--- src/rtl/game_layer_mixer.sv ---
// game_layer_mixer
//
// Two-stage pipelined priority mixer for the video path, plus the end-of-game
// overlay timer. The lowest-indexed layer that is both opaque (layer_en_i) and
// unmasked (layer_mask_i) wins. While the overlay FSM is active, the win/lose
// colour (LSB XORed with a noise bit) replaces the mixed pixel. hit_o and
// hit_layer_o keep tracking the layer data during the overlay.
//
// Optional feature: define GAME_LAYER_MIXER_BG_EN to output bg_rgb_i for
// empty pixels. Without it, bg_rgb_i is ignored and empty pixels are all-zero.
//
// Ports:
//   clk                pixel clock
//   rst                asynchronous, active-high reset
//   layer_en_i         per-layer opaque flag, bit i = layer i
//   layer_rgb_i        packed colours, layer i at [i*RGB_W +: RGB_W]
//   layer_mask_i       runtime layer enable
//   bg_rgb_i           background colour (only used with GAME_LAYER_MIXER_BG_EN)
//   overlay_start_i    single-cycle pulse that starts the overlay
//   game_won_i         picks the win or lose colour on the start cycle
//   random_i           noise bit XORed into the overlay LSB
//   rgb_o              mixed pixel (2-cycle latency)
//   hit_o              some unmasked layer was opaque
//   hit_layer_o        winning layer index, 0 when hit_o is 0
//   overlay_active_o   overlay FSM is in the overlay state
module game_layer_mixer #(
    parameter int unsigned N_LAYERS       = 12,
    parameter int unsigned RGB_W          = 3,
    parameter int unsigned OVERLAY_CYCLES = 1024,
    parameter logic [RGB_W-1:0] WIN_RGB   = 3'b100,
    parameter logic [RGB_W-1:0] LOSE_RGB  = 3'b110
) (
    input  logic                          clk,
    input  logic                          rst,
    input  logic [N_LAYERS-1:0]           layer_en_i,
    input  logic [N_LAYERS*RGB_W-1:0]     layer_rgb_i,
    input  logic [N_LAYERS-1:0]           layer_mask_i,
    input  logic [RGB_W-1:0]              bg_rgb_i,
    input  logic                          overlay_start_i,
    input  logic                          game_won_i,
    input  logic                          random_i,
    output logic [RGB_W-1:0]              rgb_o,
    output logic                          hit_o,
    output logic [$clog2(N_LAYERS)-1:0]   hit_layer_o,
    output logic                          overlay_active_o
);

    localparam int unsigned IdxW = $clog2(N_LAYERS);
    localparam int unsigned CntW = $clog2(OVERLAY_CYCLES + 1);

    typedef enum logic {StIdle, StOverlay} state_e;

    // Priority encoder: iterate downward so the lowest set index wins.
    logic [N_LAYERS-1:0] eff;
    logic [IdxW-1:0]     sel_idx;
    logic                sel_hit;
    logic [RGB_W-1:0]    sel_rgb;

    always_comb begin
        eff     = layer_en_i & layer_mask_i;
        sel_idx = '0;
        sel_hit = 1'b0;
        sel_rgb = '0;
        for (int i = int'(N_LAYERS) - 1; i >= 0; i--) begin
            if (eff[i]) begin
                sel_idx = IdxW'(i);
                sel_hit = 1'b1;
                sel_rgb = layer_rgb_i[i*RGB_W +: RGB_W];
            end
        end
    end

    // Stage 1
    logic [IdxW-1:0]  s1_idx_q;
    logic             s1_hit_q;
    logic [RGB_W-1:0] s1_rgb_q;
    logic             s1_rnd_q;

    always_ff @(posedge clk or posedge rst) begin
        if (rst) begin
            s1_idx_q <= '0;
            s1_hit_q <= 1'b0;
            s1_rgb_q <= '0;
            s1_rnd_q <= 1'b0;
        end else begin
            s1_idx_q <= sel_idx;
            s1_hit_q <= sel_hit;
            s1_rgb_q <= sel_rgb;
            s1_rnd_q <= random_i;
        end
    end

    // Background travels through stage 1 so it stays aligned with the layers.
    logic [RGB_W-1:0] bg_s1;

`ifdef GAME_LAYER_MIXER_BG_EN
    logic [RGB_W-1:0] s1_bg_q;

    always_ff @(posedge clk or posedge rst) begin
        if (rst) begin
            s1_bg_q <= '0;
        end else begin
            s1_bg_q <= bg_rgb_i;
        end
    end

    assign bg_s1 = s1_bg_q;
`else
    logic unused_bg;
    assign unused_bg = ^bg_rgb_i;
    assign bg_s1     = '0;
`endif

    // Overlay FSM. A start pulse in StOverlay is ignored entirely.
    state_e           state_q;
    logic [CntW-1:0]  cnt_q;
    logic [RGB_W-1:0] ovl_rgb_q;

    always_ff @(posedge clk or posedge rst) begin
        if (rst) begin
            state_q   <= StIdle;
            cnt_q     <= '0;
            ovl_rgb_q <= '0;
        end else begin
            case (state_q)
                StIdle: begin
                    if (overlay_start_i) begin
                        state_q   <= StOverlay;
                        cnt_q     <= CntW'(OVERLAY_CYCLES - 1);
                        ovl_rgb_q <= game_won_i ? WIN_RGB : LOSE_RGB;
                    end
                end
                StOverlay: begin
                    if (cnt_q == '0) begin
                        state_q <= StIdle;
                    end else begin
                        cnt_q <= cnt_q - CntW'(1);
                    end
                end
                default: state_q <= StIdle;
            endcase
        end
    end

    // Stage 2
    logic [RGB_W-1:0] rgb_d, rgb_q;
    logic             hit_q;
    logic [IdxW-1:0]  hit_layer_q;

    always_comb begin
        rgb_d = s1_hit_q ? s1_rgb_q : bg_s1;
        if (state_q == StOverlay) begin
            rgb_d = ovl_rgb_q ^ RGB_W'(s1_rnd_q);
        end
    end

    always_ff @(posedge clk or posedge rst) begin
        if (rst) begin
            rgb_q       <= '0;
            hit_q       <= 1'b0;
            hit_layer_q <= '0;
        end else begin
            rgb_q       <= rgb_d;
            hit_q       <= s1_hit_q;
            hit_layer_q <= s1_idx_q;
        end
    end

    assign rgb_o            = rgb_q;
    assign hit_o            = hit_q;
    assign hit_layer_o      = hit_layer_q;
    assign overlay_active_o = (state_q == StOverlay);

endmodule

--- config.mk ---
export PLATFORM = sky130hd
export DESIGN_NAME = game_layer_mixer
export DESIGN_NICKNAME = d
export VERILOG_FILES = /design/src/rtl/game_layer_mixer.sv
export SDC_FILE = /design/constraint.sdc
export NUM_CORES = 1
export LEC_CHECK = 0
export BUFFER_PORTS_ARGS = -buffer_cell sky130_fd_sc_hd__buf_2
export CAP_MARGIN = 20
export CORE_ASPECT_RATIO = 1.75
export CORE_MARGIN = 2
export CORE_UTILIZATION = 44
export CTS_BUF_LIST = sky130_fd_sc_hd__clkbuf_4
export DETAILED_ROUTE_END_ITERATION = 10
export GPL_ROUTABILITY_DRIVEN = 1
export PLACE_DENSITY = 0.8
export SYNTH_ARGS = -nofsm -noshare
export SYNTH_HDL_FRONTEND = slang
export SYNTH_SLANG_ARGS = --single-unit
--- constraint.sdc ---
create_clock -name clk -period 1.65 [get_ports clk]
set_input_delay 0.165 -clock clk [delete_from_list [all_inputs] [get_ports clk]]
set_output_delay 0.165 -clock clk [all_outputs]
set_load 0.1 [all_outputs]
# ---- Yosys cells after proc, flatten, opt, wreduce, memory -nomap -nowiden
# Index checks and enable logic that the tools add are counted.
dict set report word_totals {
  register_bits 32
  inputBits 68
  wordCells 64
}
dict set report classes {
  add_sub_neg 1
  n_eq_ne 2
  muxes 45
  n_bitwise 3
  n_reduce_logical 3
}
# cell n
set op_table {}
lappend op_table {{2-to-1 mux 4 bit} 12}
lappend op_table {{2-to-1 mux 3 bit} 14}
lappend op_table {{2-to-1 mux 11 bit} 2}
lappend op_table {{one-hot mux 11 bit (2 select lines)} 1}
lappend op_table {{2-to-1 mux 1 bit} 14}
lappend op_table {{AND 12 bit} 1}
lappend op_table {{logical NOT 11 bit} 1}
lappend op_table {{subtractor 11 x 1 -> 11 bit, second input constant} 1}
lappend op_table {{inequality test 2 bit, second input constant} 2}
lappend op_table {{AND reduction 2 bit} 2}
lappend op_table {{XOR 3 x 1 -> 3 bit} 1}
lappend op_table {{2-to-1 mux 2 bit} 1}
lappend op_table {{one-hot mux 1 bit (2 select lines)} 1}
lappend op_table {{NOT 1 bit} 1}

# ---- Logic depth before layout (Yosys ltp)
# Gate-level depths: netlist (run 1).
dict set report depth {
  word_depth 13
  mapped_depth 7
}

# ---- Least setup slack after synthesis (run 1)
# Ideal clock, no wire load.
dict set report synth_path {
  path_kind {reg2reg}
  from {register state_q, in the netlist overlay_active_o}
  to {register cnt_q[7]}
  setup_ns 0.132
  t_arrival_ns 2.023
  required_ns 1.518
  slack_ns -0.505
  stages_incl_launch_ff 6
  n_path_buf 0
  synth_period_minus_slack_ns 2.155
  cell_sequence {dfrtp_1 > nor2_2 > nor4_4 > o21ai_4 > o31ai_1 > or3b_1}
}
dict set report synth_via {
  elab_chain_cells 3
  elab_cells_between_ends 5
  cone_classes {eq/ne: 2; mux: 1; bitwise: 1; reduce/logical: 1}
}
# element line_no
set synth_lines {}
lappend synth_lines {{from (decl)} 115} ;# state_e state_q;
lappend synth_lines {{from (signal assigned)} 121} ;# state_q <= StIdle;
lappend synth_lines {{from (signal assigned)} 128} ;# state_q <= StOverlay;
lappend synth_lines {{from (signal assigned)} 135} ;# state_q <= StIdle;
lappend synth_lines {{NOT 1 bit (no line)} -}
lappend synth_lines {{inequality test 2 bit (no line)} -}
lappend synth_lines {{AND reduction 2 bit (no line)} -}
lappend synth_lines {{to (signal assigned)} 129} ;# cnt_q <= CntW'(OVERLAY_CYCLES - 1);
lappend synth_lines {{to (signal assigned)} 137} ;# cnt_q <= cnt_q - CntW'(1);
lappend synth_lines {{to (decl)} 116} ;# logic [CntW-1:0] cnt_q;
# Several ways; a longest one is shown, not always the timed one.
# A chain may end at the register's enable or synchronous reset.

# ---- Worst setup path after layout (run 1)
dict set report layout_path {
  from {register cnt_q[7]}
  to {register cnt_q[7]}
}
dict set report layout_via {
  elab_chain_cells 3
  elab_cells_between_ends 6
  cone_classes {add/sub: 1; eq/ne: 1; mux: 2; reduce/logical: 2}
}
# element line_no
set layout_lines {}
lappend layout_lines {{subtractor 11 x 1 -> 11 bit or logical NOT 11 bit (tied branches)} {137, 134}}
lappend layout_lines {{2-to-1 mux 11 bit or inequality test 2 bit (tied branches)} -}
lappend layout_lines {{one-hot mux 11 bit (2 select lines) or AND reduction 2 bit (tied branches)} -}
# Several ways; a longest one is shown, not always the timed one. The select of a mux whose other input is x is not followed.

==> results.json, run 1 <==
{
  "synth_area_sq_um": 1720,
  "powerDensity_nw_per_um2": 1320,
  "wl_mm": 4.43,
  "cts_max_level": 2,
  "ioPinCount": 77,
  "grtUsageTotal_pct": 22.8,
  "die-width_um": 51.2,
  "synth_warnings": 0,
  "wl_per_cell_um": 13.6,
  "portBuffers": 73,
  "drive_gt1_share_pct": 38.8,
  "clkSlewWorstSetupHoldPaths_ns": 0.10,
  "fmax_mhz": 625,
  "grt_setup_unrepaired": "yes",
  "crit_type": "register to register",
  "finalSetupViolCount": 0,
  "syn_nets": 259,
  "antenna_found_initial": 0,
  "cts_tree": "built",
  "clock_path_buffers": 2,
  "cts.sinks": 31,
  "grt_overflow": 0,
  "drv_slew": 0,
  "areaGrowthSynthToFinish_pct": 35.8,
  "ant_nets": 0,
  "fin_nets": 346,
  "relSlewSlack_pct": 67.3,
  "die_area_sq_um": 4440,
  "hold_viol": 0,
  "core_sq_um": 3830,
  "critPathCaptureType": "register",
  "insertedDiodeCount": 0,
  "rows": 30,
  "numCtsBuffers": 5,
  "p_leak_nw": 1.10,
  "tightest_slew_ns": 0.494,
  "hold_ws_ns": 0.0260,
  "vdd_drop_max_mv": 0.907,
  "grt_first_pass_wirelength_mm": 7.65,
  "post-route-util_pct": 60.9,
  "postSynthCellCount": 190,
  "grt_max_degree": 14,
  "skew_ns": 0.0107,
  "fin_crit_sh_pct": 97.0,
  "fin_setup_tns_ns": 0,
  "status": "completed",
  "drcViolationCount": 0,
  "initial_core_util_pct": 44.9,
  "maxCapViolations": 0,
  "setup.worst_path.start_class": "register",
  "seq_area_frac_synth_pct": 45.2,
  "dp.final_hpwl_mm": 3.66,
  "ys_ff_latch": 31,
  "synth-main-ff-cell": "dfrtp_1",
  "instances_no_fill": 326,
  "clk_latency_ns": 0.33,
  "holdCritPathClass": "primary input to register",
  "yosysUniqueCellTypes": 45,
  "dr.pass1.iters": 6,
  "async_flop_share_pct": 100,
  "period_needed_ns": 1.60,
  "routabilityCongestion": 0.834,
  "cts-root-buf": "clkbuf_4",
  "cp_max_fo": 6,
  "grt_pass1_vias": 1932,
  "synth.avg_cell_area_sq_um": 9.04,
  "critical_path_arrival_ns": 1.82,
  "viasPerCell": 5.40,
  "drt_iter0_markers": 23,
  "synth_enable_flop_cells": 0,
  "dp_cells": 314,
  "dieHeight_um": 86.7,
  "num_vias": 1759,
  "required_ns": 1.87
}
## logic make-up after synthesis
group / after synthesis / share of synthesized area, %
flops: 31 / 45.2
compound gates: 56 / 22.1
buf+inv: 6 / 1.31
fa+ha+maj: 1 / 0.728
xor+xnor: 4 / 2.04
mux: 1 / 0.655
simple gates: 91 / 28.0
## critical path, stage by stage, from the launching register on
cell and delay [ns]:
dfrtp_2 0.45, nor3_4 0.26, nand4b_4 0.19, o21ai_4 0.19
nor4_1 0.06, or3b_1 0.34
## path summary, 6_finish.rpt
| kind | startpoint | to | slack, ns | cells after the start |
|---|---|---|---|---|
| max | cnt_q[7] | cnt_q[7] | 0.05 | 5 |
| min | game_won_i | ovl_rgb_q[1] | 0.03 | 2 |
| max reg2reg | cnt_q[7] | cnt_q[7] | 0.05 | 5 |
| min reg2reg | s1_idx_q[2] | hit_layer_o[2] | 0.35 | 0 |
| max in group asynchronous | rst | s1_idx_q[2] | 0.80 | 4 |
| min in group asynchronous | rst | cnt_q[8] | 0.34 | 3 |
## area by class of cell
| cell class | instances | area [sq um] |
|---|---|---|
| sequential | 31 | 781 |
| inverter | 3 | 11.3 |
| timing repair buffer | 83 | 445 |
| fill | 342 | 1500 |
| clock inverter | 3 | 38.8 |
| tap | 48 | 60.1 |
| clock buffer | 5 | 37.5 |
| multi-input combinational | 153 | 960 |
## Yosys cell counts (2+ instances only)
library cell	n	area, sq um
a21boi_0	2	15.0
a21oi_1	9	45.0
a22o_1	4	35.0
a22oi_1	2	15.0
a311oi_1	2	17.5
a31oi_1	7	43.8
and2_1	4	25.0
and3_1	2	12.5
clkbuf_1	3	11.3
dfrtp_1	31	776
inv_1	3	11.3
nand2_1	38	143
nand2b_1	3	18.8
nand3_1	6	30.0
nand4_1	2	12.5
nor2_1	13	48.8
nor2_2	2	12.5
nor2b_1	3	18.8
nor3_1	6	30.0
nor4_1	3	18.8
o211ai_1	4	30.0
o21ai_0	13	65.1
o31ai_1	4	30.0
xor2_1	3	26.3
## where the power goes
part	leakage (nW)	switching, W	internal (W)	total (W)
registers	0.364	0.000208	0.000983	0.00119
clock network	0.0426	0.000247	0.000311	0.000558
logic	0.698	0.000834	0.000504	0.00134
## cell usage in the layout, fill, tap and decap left out, types with 4 or more instances in the layout
cell / instances
buf_2: 73
a22o_1: 4
nand3_1: 6
dfrtp_1: 29
and2_1: 4
o21ai_0: 13
a31oi_1: 7
clkbuf_4: 5
buf_4: 8
a21oi_1: 9
nor3_1: 6
nand2_1: 38
o211ai_1: 4
nor2_1: 12
## registers in the layout, indices dropped and copies added, names as in the netlist
| register | flops |
|---|---|
| ovl_rgb_q | 2 |
| s1_rgb_q | 3 |
| rgb_o | 3 |
| cnt_q | 11 |
| s1_rnd_q | 1 |
| s1_hit_q | 1 |
| hit_layer_o | 4 |
| overlay_active_o | 1 |
| s1_idx_q | 4 |
| hit_o | 1 |
## repair_timing
action,CTS,global route
gates resized for setup,2,8
gates cloned,0,0
buffers inserted,0,2
hold endpoints to repair,9,0
pin swaps,1,6
endpoints found under the setup margin,1,5
hold buffers,2,0
## layer usage
layer | track usage, % | part of all wire (%) | vias to the layer above
met5 | 0 | 0 | -
met4 | 11.2 | 2.5 | 0
met3 | 5.17 | 5.7 | 12
met2 | 45.9 | 58 | 71
met1 | 19.7 | 34 | 807
li1 | - | - | 869
## per-stage QoR
stage | power, W | worst slack, ns | area (sq um)
final | 0.00309 | 0.0501 | 2330
after floorplan | 0.00207 | -0.0610 | 1720
after detailed placement | 0.00241 | -0.0350 | 2180
after CTS | 0.00302 | 0.0107 | 2290
after global routing | 0.00329 | -0.0391 | 2330
after global placement | 0.00236 | 0.0710 | 2180
Power figures use the tool's default switching activity.
==> run 2, diff against run 1 <==
--- a/config.mk
+++ b/config.mk
@@ -14,6 +14,7 @@
 export DETAILED_ROUTE_END_ITERATION = 10
 export GPL_ROUTABILITY_DRIVEN = 1
 export PLACE_DENSITY = 0.8
+export REMOVE_ABC_BUFFERS = 1
 export SYNTH_ARGS = -nofsm -noshare
 export SYNTH_HDL_FRONTEND = slang
 export SYNTH_SLANG_ARGS = --single-unit
==> results.json, run 2 (synthesis results as in run 1) <==
{
  "critPathCaptureType": "register",
  "fin_nets": 346,
  "holdPathStages": 2,
  "post_cts_buffers": 0,
  "skew_ns": 0.0129,
  "antenna_found_initial": 0,
  "ff2ff_path_depth": 5,
  "rows": 30,
  "clkSlewWorstSetupHoldPaths_ns": 0.09,
  "period_needed_ns": 1.59,
  "fillers": 343,
  "wl_per_cell_um": 13.0,
  "cts_tree": "built",
  "reg2reg_slack_ns": 0.06,
  "wl_mm": 4.24,
  "fmax_mhz": 627,
  "clock_path_buffers": 2,
  "hold_start": "game_won_i",
  "grt_first_pass_wirelength_mm": 7.04,
  "grtUsageTotal_pct": 21.2,
  "layout_common_cells": "buf_2, nand2_1, dfrtp_1, o21ai_0, nor2_1",
  "routabilityCongestion": 0.813,
  "powerDensity_nw_per_um2": 1320,
  "dr.pass1.iters": 4,
  "dieHeight_um": 86.7,
  "cts.sinks": 31,
  "finalSetupViolCount": 0,
  "critical_path_arrival_ns": 1.80,
  "dp_cells": 316,
  "ioPinCount": 77,
  "hold_ws_ns": 0.0405,
  "drive_gt1_share_pct": 37.4,
  "top_register": "cnt_q",
  "cp_max_fo": 6,
  "finalPower_w": 0.00306,
  "fin_crit_sh_pct": 96.6,
  "status": "completed",
  "die_area_sq_um": 4440,
  "drt_iter0_markers": 19,
  "crit_type": "register to register",
  "grt_max_degree": 32,
  "areaGrowthSynthToFinish_pct": 35.1,
  "portBuffers": 73,
  "core_sq_um": 3830,
  "reg2reg_from": "cnt_q[6]",
  "ant_nets": 0,
  "required_ns": 1.86,
  "cts_max_level": 2,
  "grt_overflow": 0,
  "setup.worst_path.start_class": "register",
  "final_cell_area_sq_um": 2320,
  "instances_no_fill": 326,
  "r2r-end": "cnt_q[7]",
  "layout_commonest_cell": "buf_2",
  "num_vias": 1751,
  "placed_cell_area_sq_um": 2190,
  "holdCritPathClass": "primary input to register",
  "vdd_drop_max_mv": 0.762,
  "die-width_um": 51.2,
  "dp.final_hpwl_mm": 3.52,
  "relSlewSlack_pct": 67.3,
  "drv_slew": 0,
  "p_leak_nw": 1.11,
  "maxCapViolations": 0,
  "viasPerCell": 5.37,
  "cts-root-buf": "clkbuf_4",
  "drcViolationCount": 0,
  "insertedDiodeCount": 0,
  "numCtsBuffers": 5,
  "tightest_slew_ns": 0.494,
  "largest_reg_flops": 11,
  "met2_usage_pct": 42.9,
  "grtUsageMet1_pct": 17.5,
  "initial_core_util_pct": 44.9,
  "grt_pass1_vias": 1759,
  "busiest_layer": "met2",
  "clk_latency_ns": 0.33,
  "hold_path_end": "ovl_rgb_q[1]",
  "met3_usage_pct": 4.83,
  "fin_setup_tns_ns": 0,
  "hold_viol": 0
}
run 2: cell counts in the layout (fill, tap and decap cells not counted):
No cell type changed its count.
run 2: layout make-up:
type	instances	area, sq um	area share, %
repair buffers	83	445	19.2
clock buffers	5	37.5	1.62
well taps	48	60.1	2.59
inverters	3	11.3	0.485
clock inverters	3	43.8	1.89
flip-flops and latches	31	776	33.4
multi-input cells	153	947	40.8
run 2: metal layers:
metal | vias to the layer above | routed length [um]
li1 | 871 | -
met2 | 70 | 2500
met5 | - | 0
met1 | 803 | 1410
met4 | 0 | 96
met3 | 7 | 244
run 2: report_power, final:
group	internal [W]	switching, W
registers	0.000976	0.000194
clock network	0.000319	0.000263
logic	0.000505	0.000805
run 2: what timing repair did:
item | in CTS | in global routing
hold buffers | 2 | 0
endpoints found under the hold margin | 32 | 0
endpoints found under the setup margin | 0 | 3
resized for setup | 0 | 5
run 2: stage by stage:
step / worst slack (ns) / util (%)
final: 0.0554 / 60.6
after global routing: -0.0344 / 60.6
after CTS: 0.0302 / 59.9
after detailed placement: 0.0474 / 57.3
after global placement: 0.0935 / 57.3
after floorplan: -0.632 / -
run 2: worst max-delay path by stage:
stage / start / endpoint / slack [ns] / depth (start not counted)
finish: cnt_q[6] / cnt_q[7] / 0.06 / 5
CTS: cnt_q[7] / cnt_q[7] / 0.03 / 5
global placement: cnt_q[7] / cnt_q[7] / 0.09 / 5
floorplan: overlay_active_o / cnt_q[7] / -0.63 / 5
global route: cnt_q[1] / cnt_q[7] / -0.03 / 6
detailed placement: cnt_q[7] / cnt_q[7] / 0.05 / 5
run 2: worst max-delay path, stage by stage, from the launching register on:
cell and delay [ns]:
dfrtp_1 0.42, nor3_4 0.25, nand4b_4 0.18, o21ai_4 0.20, nor4_1 0.08, or3b_1 0.34
